--- src/rtl/uart_pkg.sv ---
// uart_pkg: shared state encoding and line constants for the UART transmitter
package uart_pkg;
   typedef enum logic [2:0] {TX_IDLE, TX_START, TX_DATA, TX_PARITY, TX_STOP} tx_state_t;
   localparam int DATA_BITS = 8;
   localparam logic LINE_IDLE = 1'b1;
endpackage

--- src/rtl/uart_baud_tick.sv ---
// uart_baud_tick: bit-period counter issuing a one-cycle tick on its last count
//  clk, rst : clock and synchronous active-high reset
//  i_clr    : restart the bit period from zero
//  o_tick   : high during the last cycle of each bit period
module uart_baud_tick #(
   parameter int CLOCKS_PER_PULSE = 5208
) (
   input  logic clk,
   input  logic rst,
   input  logic i_clr,
   output logic o_tick
);
   localparam int CW = $clog2(CLOCKS_PER_PULSE);
   localparam logic [CW-1:0] LAST = CW'(CLOCKS_PER_PULSE - 1);
   logic [CW-1:0] r_cnt;
   assign o_tick = r_cnt == LAST;
   always_ff @(posedge clk)
      r_cnt <= (rst || i_clr || o_tick) ? '0 : r_cnt + 1'b1;
endmodule

--- src/rtl/uart_transmitter.sv ---
// uart_transmitter: serialises bytes as start, 8 data bits LSB first, optional parity, stop bits
//  clk, rst  : clock and synchronous active-high reset
//  tx_valid  : producer offers tx_data
//  tx_data   : byte to send, sampled only on the accept cycle
//  tx_ready  : transmitter idle and able to accept
//  tx        : registered serial line, idles high
//  busy      : frame in progress
//  Macro UART_TX_PARITY_EN adds a parity bit whose sense is set by PARITY_ODD.
module uart_transmitter
   import uart_pkg::*;
#(
   parameter int CLOCKS_PER_PULSE = 5208,
   parameter int STOP_BITS        = 1,
   parameter int PARITY_ODD       = 0
) (
   input  logic       clk,
   input  logic       rst,
   input  logic       tx_valid,
   input  logic [7:0] tx_data,
   output logic       tx_ready,
   output logic       tx,
   output logic       busy
);
   localparam int BW = $clog2(DATA_BITS);
   localparam logic [BW-1:0] LAST_DATA = BW'(DATA_BITS - 1);
   localparam logic [BW-1:0] LAST_STOP = BW'(STOP_BITS - 1);
   tx_state_t r_state;
   logic [DATA_BITS-1:0] r_shift;
   logic [BW-1:0] r_bit;
   logic r_tx;
   logic w_tick;
   logic w_accept;
`ifdef UART_TX_PARITY_EN
   logic r_par;
`endif
   if (CLOCKS_PER_PULSE < 2 || STOP_BITS < 1 || STOP_BITS > 2 || PARITY_ODD < 0 || PARITY_ODD > 1) begin : g_bad_params
      $error("uart_transmitter: unsupported parameter set");
   end
   assign tx_ready = (r_state == TX_IDLE) && !rst;
   assign busy     = r_state != TX_IDLE;
   assign tx       = r_tx;
   assign w_accept = tx_valid && tx_ready;
   // Clearing on accept aligns the first bit period with the start bit.
   uart_baud_tick #(.CLOCKS_PER_PULSE(CLOCKS_PER_PULSE)) u_baud (
      .clk    (clk),
      .rst    (rst),
      .i_clr  (w_accept),
      .o_tick (w_tick)
   );
   always_ff @(posedge clk) begin
      if (rst) begin
         r_state <= TX_IDLE;
         r_tx    <= LINE_IDLE;
         r_shift <= '0;
         r_bit   <= '0;
`ifdef UART_TX_PARITY_EN
         r_par   <= 1'b0;
`endif
      end else begin
         case (r_state)
            TX_IDLE: if (w_accept) begin
               r_state <= TX_START;
               r_tx    <= 1'b0;
               r_shift <= tx_data;
               r_bit   <= '0;
`ifdef UART_TX_PARITY_EN
               // Parity is taken now because the shift register is consumed bit by bit.
               r_par   <= (^tx_data) ^ (PARITY_ODD != 0);
`endif
            end
            TX_START: if (w_tick) begin
               r_state <= TX_DATA;
               r_tx    <= r_shift[0];
            end
            TX_DATA: if (w_tick) begin
               if (r_bit == LAST_DATA) begin
                  r_bit   <= '0;
`ifdef UART_TX_PARITY_EN
                  r_state <= TX_PARITY;
                  r_tx    <= r_par;
`else
                  r_state <= TX_STOP;
                  r_tx    <= LINE_IDLE;
`endif
               end else begin
                  r_bit   <= r_bit + 1'b1;
                  r_shift <= r_shift >> 1;
                  r_tx    <= r_shift[1];
               end
            end
`ifdef UART_TX_PARITY_EN
            TX_PARITY: if (w_tick) begin
               r_state <= TX_STOP;
               r_tx    <= LINE_IDLE;
            end
`endif
            TX_STOP: if (w_tick) begin
               r_bit   <= (r_bit == LAST_STOP) ? '0 : r_bit + 1'b1;
               r_state <= (r_bit == LAST_STOP) ? TX_IDLE : TX_STOP;
            end
            default: begin
               r_state <= TX_IDLE;
               r_tx    <= LINE_IDLE;
            end
         endcase
      end
   end
endmodule
--- config.mk ---
export PLATFORM = sky130hd
export DESIGN_NAME = uart_transmitter
export DESIGN_NICKNAME = d
export VERILOG_FILES = /design/src/rtl/uart_pkg.sv /design/src/rtl/uart_baud_tick.sv /design/src/rtl/uart_transmitter.sv
export SDC_FILE = /design/constraint.sdc
export NUM_CORES = 1
export LEC_CHECK = 0
export ABC_AREA = 0
export CAP_MARGIN = 40
export CORE_MARGIN = 5
export CORE_UTILIZATION = 32
export DETAILED_ROUTE_END_ITERATION = 10
export PLACE_DENSITY_LB_ADDON = 0.05
export SKIP_LAST_GASP = 1
export SLEW_MARGIN = 20
export SYNTH_ARGS = -nofsm -noshare
export SYNTH_HDL_FRONTEND = slang
export SYNTH_HIERARCHICAL = 1
export SYNTH_SLANG_ARGS = --single-unit
--- constraint.sdc ---
create_clock -name clk -period 5 [get_ports clk]
set_clock_uncertainty 0.1 [all_clocks]
set_input_delay 1 -clock clk [delete_from_list [all_inputs] [get_ports clk]]
set_output_delay 1 -clock clk [all_outputs]
set_load 0.05 [all_outputs]
==> results.yml <==
critical_path:
  timing.rr.start: "u_baud/r_cnt[3]$_SDFF_PP0_"
  cp.required_ns: 3.90
  start_kind: "input port"
  r2r_slack_ns: 2.25
  r2r_end: "r_shift[2]$_SDFFE_PP0P_"
  criticalPathCategory: "input port to output pin"
  reg2reg_depth: 7
  critPathCaptureType: "output pin"
  crit_arrival_ns: 2.58
  path_max_fanout: 24
timing:
  worst_pin_slew_ns: 0.665
  fmax_ghz: 0.271
  slew_headroom_pct: 55.5
  fin_ws_ns: 1.32
  min_period_over_period_pct: 73.7
  rsz0062_at_grt: "false"
  setup_viol: 0
  min_period_ns: 3.68
  hold_viol_final: 0
  setup_tns_ns: 0
  slew_viol_final: 0
floorplanning:
  start_util_pct: 33.3
  num_rows: 25
  io_pins: 14
  die-height_um: 80.6
  chipWidth_um: 80.6
  die_area_um2: 6500
  core_um2: 4790
power:
  vdd_ir_drop_max_uv: 174
  power.density_nw_per_um2: 233
  power_leakage_nw: 0.576
  p_clk_share_pct: 32.7
  seqPwrFrac_pct: 55.5
  pwr-share-comb_pct: 11.7
  p_sw_w: 0.000104
  swShare_pct: 24.2
  intPower_w: 0.000324
min_path:
  worstHoldStart: "r_shift[7]$_SDFFE_PP0P_"
  min_path_type: "flop to flop"
  min_path_cells: 2
  whs_endpoint: "r_shift[7]$_SDFFE_PP0P_"
synth:
  synthCells: 170
  synth_common_cells: "28 x dfxtp_1, 12 x nor2_1, 8 x a211oi_2, 8 x a21oi_1"
  ys_seq_area_share_pct: 35.1
  synth.most_common_cell: "dfxtp_1"
  yosysTopAreaCell: "dfxtp_1"
  synth.distinct_cells: 49
  synth-edff-count: 0
  synthArstFlopShare_pct: 0
  ys_ff_latch: 28
  syn_nets: 185
  synth_top_area_share_pct: 35.1
  yosys-top-cells-area: "dfxtp_1 35%, a211oi_2 6.3%, mux2i_1 4.4%"
  yosys_warnings: 6
  syn_area_um2: 1600
  avgSynthCellArea_um2: 9.38
  synth_top_flop_cell: "dfxtp_1"
placement:
  place_area_um2: 1780
  gp_congestion: 0.793
  io_buffers: 13
  pre_cts_slack_ns: 1.33
  dp_hpwl_um: 2340
detailed_routing:
  routed_wirelength_um: 3250
  drt-vias-per-instance: 5.32
  firstDrtPassIters: 4
  drt_iter0_markers: 49
  drcViolationCount: 0
  wl_per_cell_um: 13.2
  num_vias: 1313
  ant_nets: 0
outcome:
  status: "complete, no violations"
final_layout:
  nFillCells: 472
  area_delta_synth_final_pct: 15.0
  seq_area_um2: 561
  final_layout_size_suffix_gt1_share_pct: 15.6
  final_nets: 196
  multi_input_area_um2: 967
  insertedDiodeCount: 0
  fin_area_um2: 1830
clock_network:
  cts_buffers: 3
  ctsHoldBuffers: 0
  cts_tree: "yes"
  worstSkewPairLatency_ns: 0.27
  clock_path_buffers: 2
  post-cts-setup-buffers: 0
  clock-sinks: 28
  path_clk_slew_ns: 0.09
  root_buffer: "clkbuf_8"
  htree_num_levels: 1
  post_cts_resized: 0
grt:
  grt_usage_pct: 10.6
  grt_first_pass_wirelength_um: 5550
  grt_pass1_vias: 1274
  grt_remaining_overflow: 0
  grt_max_degree: 25
  antenna_found_initial: 0
run:
  cap_violations: 0
## registers in the layout, summed over array words and instances (netlist names)
| signal | count |
|---|---|
| r_state | 3 |
| u_baud/r_cnt | 13 |
| r_shift | 8 |
| r_bit | 3 |
| tx | 1 |
## cells in the final DEF (no fill, tap or decap), types with 4 or more instances in the layout
| master | instances |
|---|---|
| a211oi_1 | 7 |
| a211oi_2 | 8 |
| a21oi_1 | 8 |
| clkbuf_8 | 4 |
| clkdlybuf4s50_1 | 13 |
| dfxtp_1 | 28 |
| ha_1 | 4 |
| mux2i_1 | 7 |
| nand2_1 | 6 |
| nand2b_1 | 6 |
| nand3_1 | 6 |
| nor2_1 | 12 |
| nor3_1 | 4 |
| nor3_2 | 4 |
| nor3b_1 | 4 |
| nor4_1 | 5 |
| o21ai_0 | 5 |
| or3_1 | 4 |
## power by group through the flow
stage / clock network (W) / logic [W] / registers (W)
detailed placement: 0 / 0.0000505 / 0.000243
CTS: 0.000147 / 0.0000507 / 0.000238
global placement: 0 / 0.0000500 / 0.000243
finish: 0.000140 / 0.0000502 / 0.000238
global route: 0.000156 / 0.0000552 / 0.000239
floorplan: 0 / 0.0000327 / 0.000243
## critical path: stages
cell and delay, ns:
clkdlybuf4s50_1 0.40, buf_4 0.22, nor2_1 0.14, clkdlybuf4s50_1 0.82
## routing by layer
layer  GRT usage, %  vias up  wire length, um
met1           12.7      618             1520
met4           3.04        0               41
met2           18.5       26             1570
met3           2.91        6              118
li1               -      663                -
met5              0        -                0
## logic make-up after synthesis
kind of cell | count (synthesis) | synth area share [%]
AO/OA/AOI/OAI | 40 | 20.5
XOR/XNOR | 4 | 2.20
adder cells (fa/ha/maj) | 4 | 3.14
buffers and inverters | 13 | 4.23
flip-flops | 28 | 35.1
multiplexers | 7 | 4.39
AND/OR/NAND/NOR | 74 | 30.4
## worst max-delay path by stage
stage | start | to | slack [ns] | depth (start not counted)
6_report | rst | tx_ready | 1.32 | 4
5_1_grt | rst | tx_ready | 1.27 | 4
4_1_cts | rst | tx_ready | 1.32 | 4
3_5_place_dp | rst | tx_ready | 1.33 | 4
3_3_place_gp | rst | tx_ready | 1.36 | 4
2_1_floorplan | rst | tx_ready | 1.81 | 3
## cell type report
type                       instances  area share [%]
clock buffer                       4            3.00
inverter                           3           0.614
multi-input combinational        129            52.7
sequential                        28            30.6
tap                               67            4.57
timing repair buffer              16            8.53
## stage by stage
| step | power (W) | instances | util [%] | hold WS [ns] |
|---|---|---|---|---|
| floorplan | 0.000276 | 170 | - | 0.350 |
| CTS | 0.000436 | 247 | 38.3 | 0.382 |
| finish | 0.000428 | 247 | 38.3 | 0.379 |
| global placement | 0.000293 | 242 | 36.9 | 0.359 |
| global route | 0.000450 | 247 | 38.3 | 0.404 |
| detailed placement | 0.000293 | 243 | 37.2 | 0.368 |
Note: power is estimated with default switching activity, not from simulation.
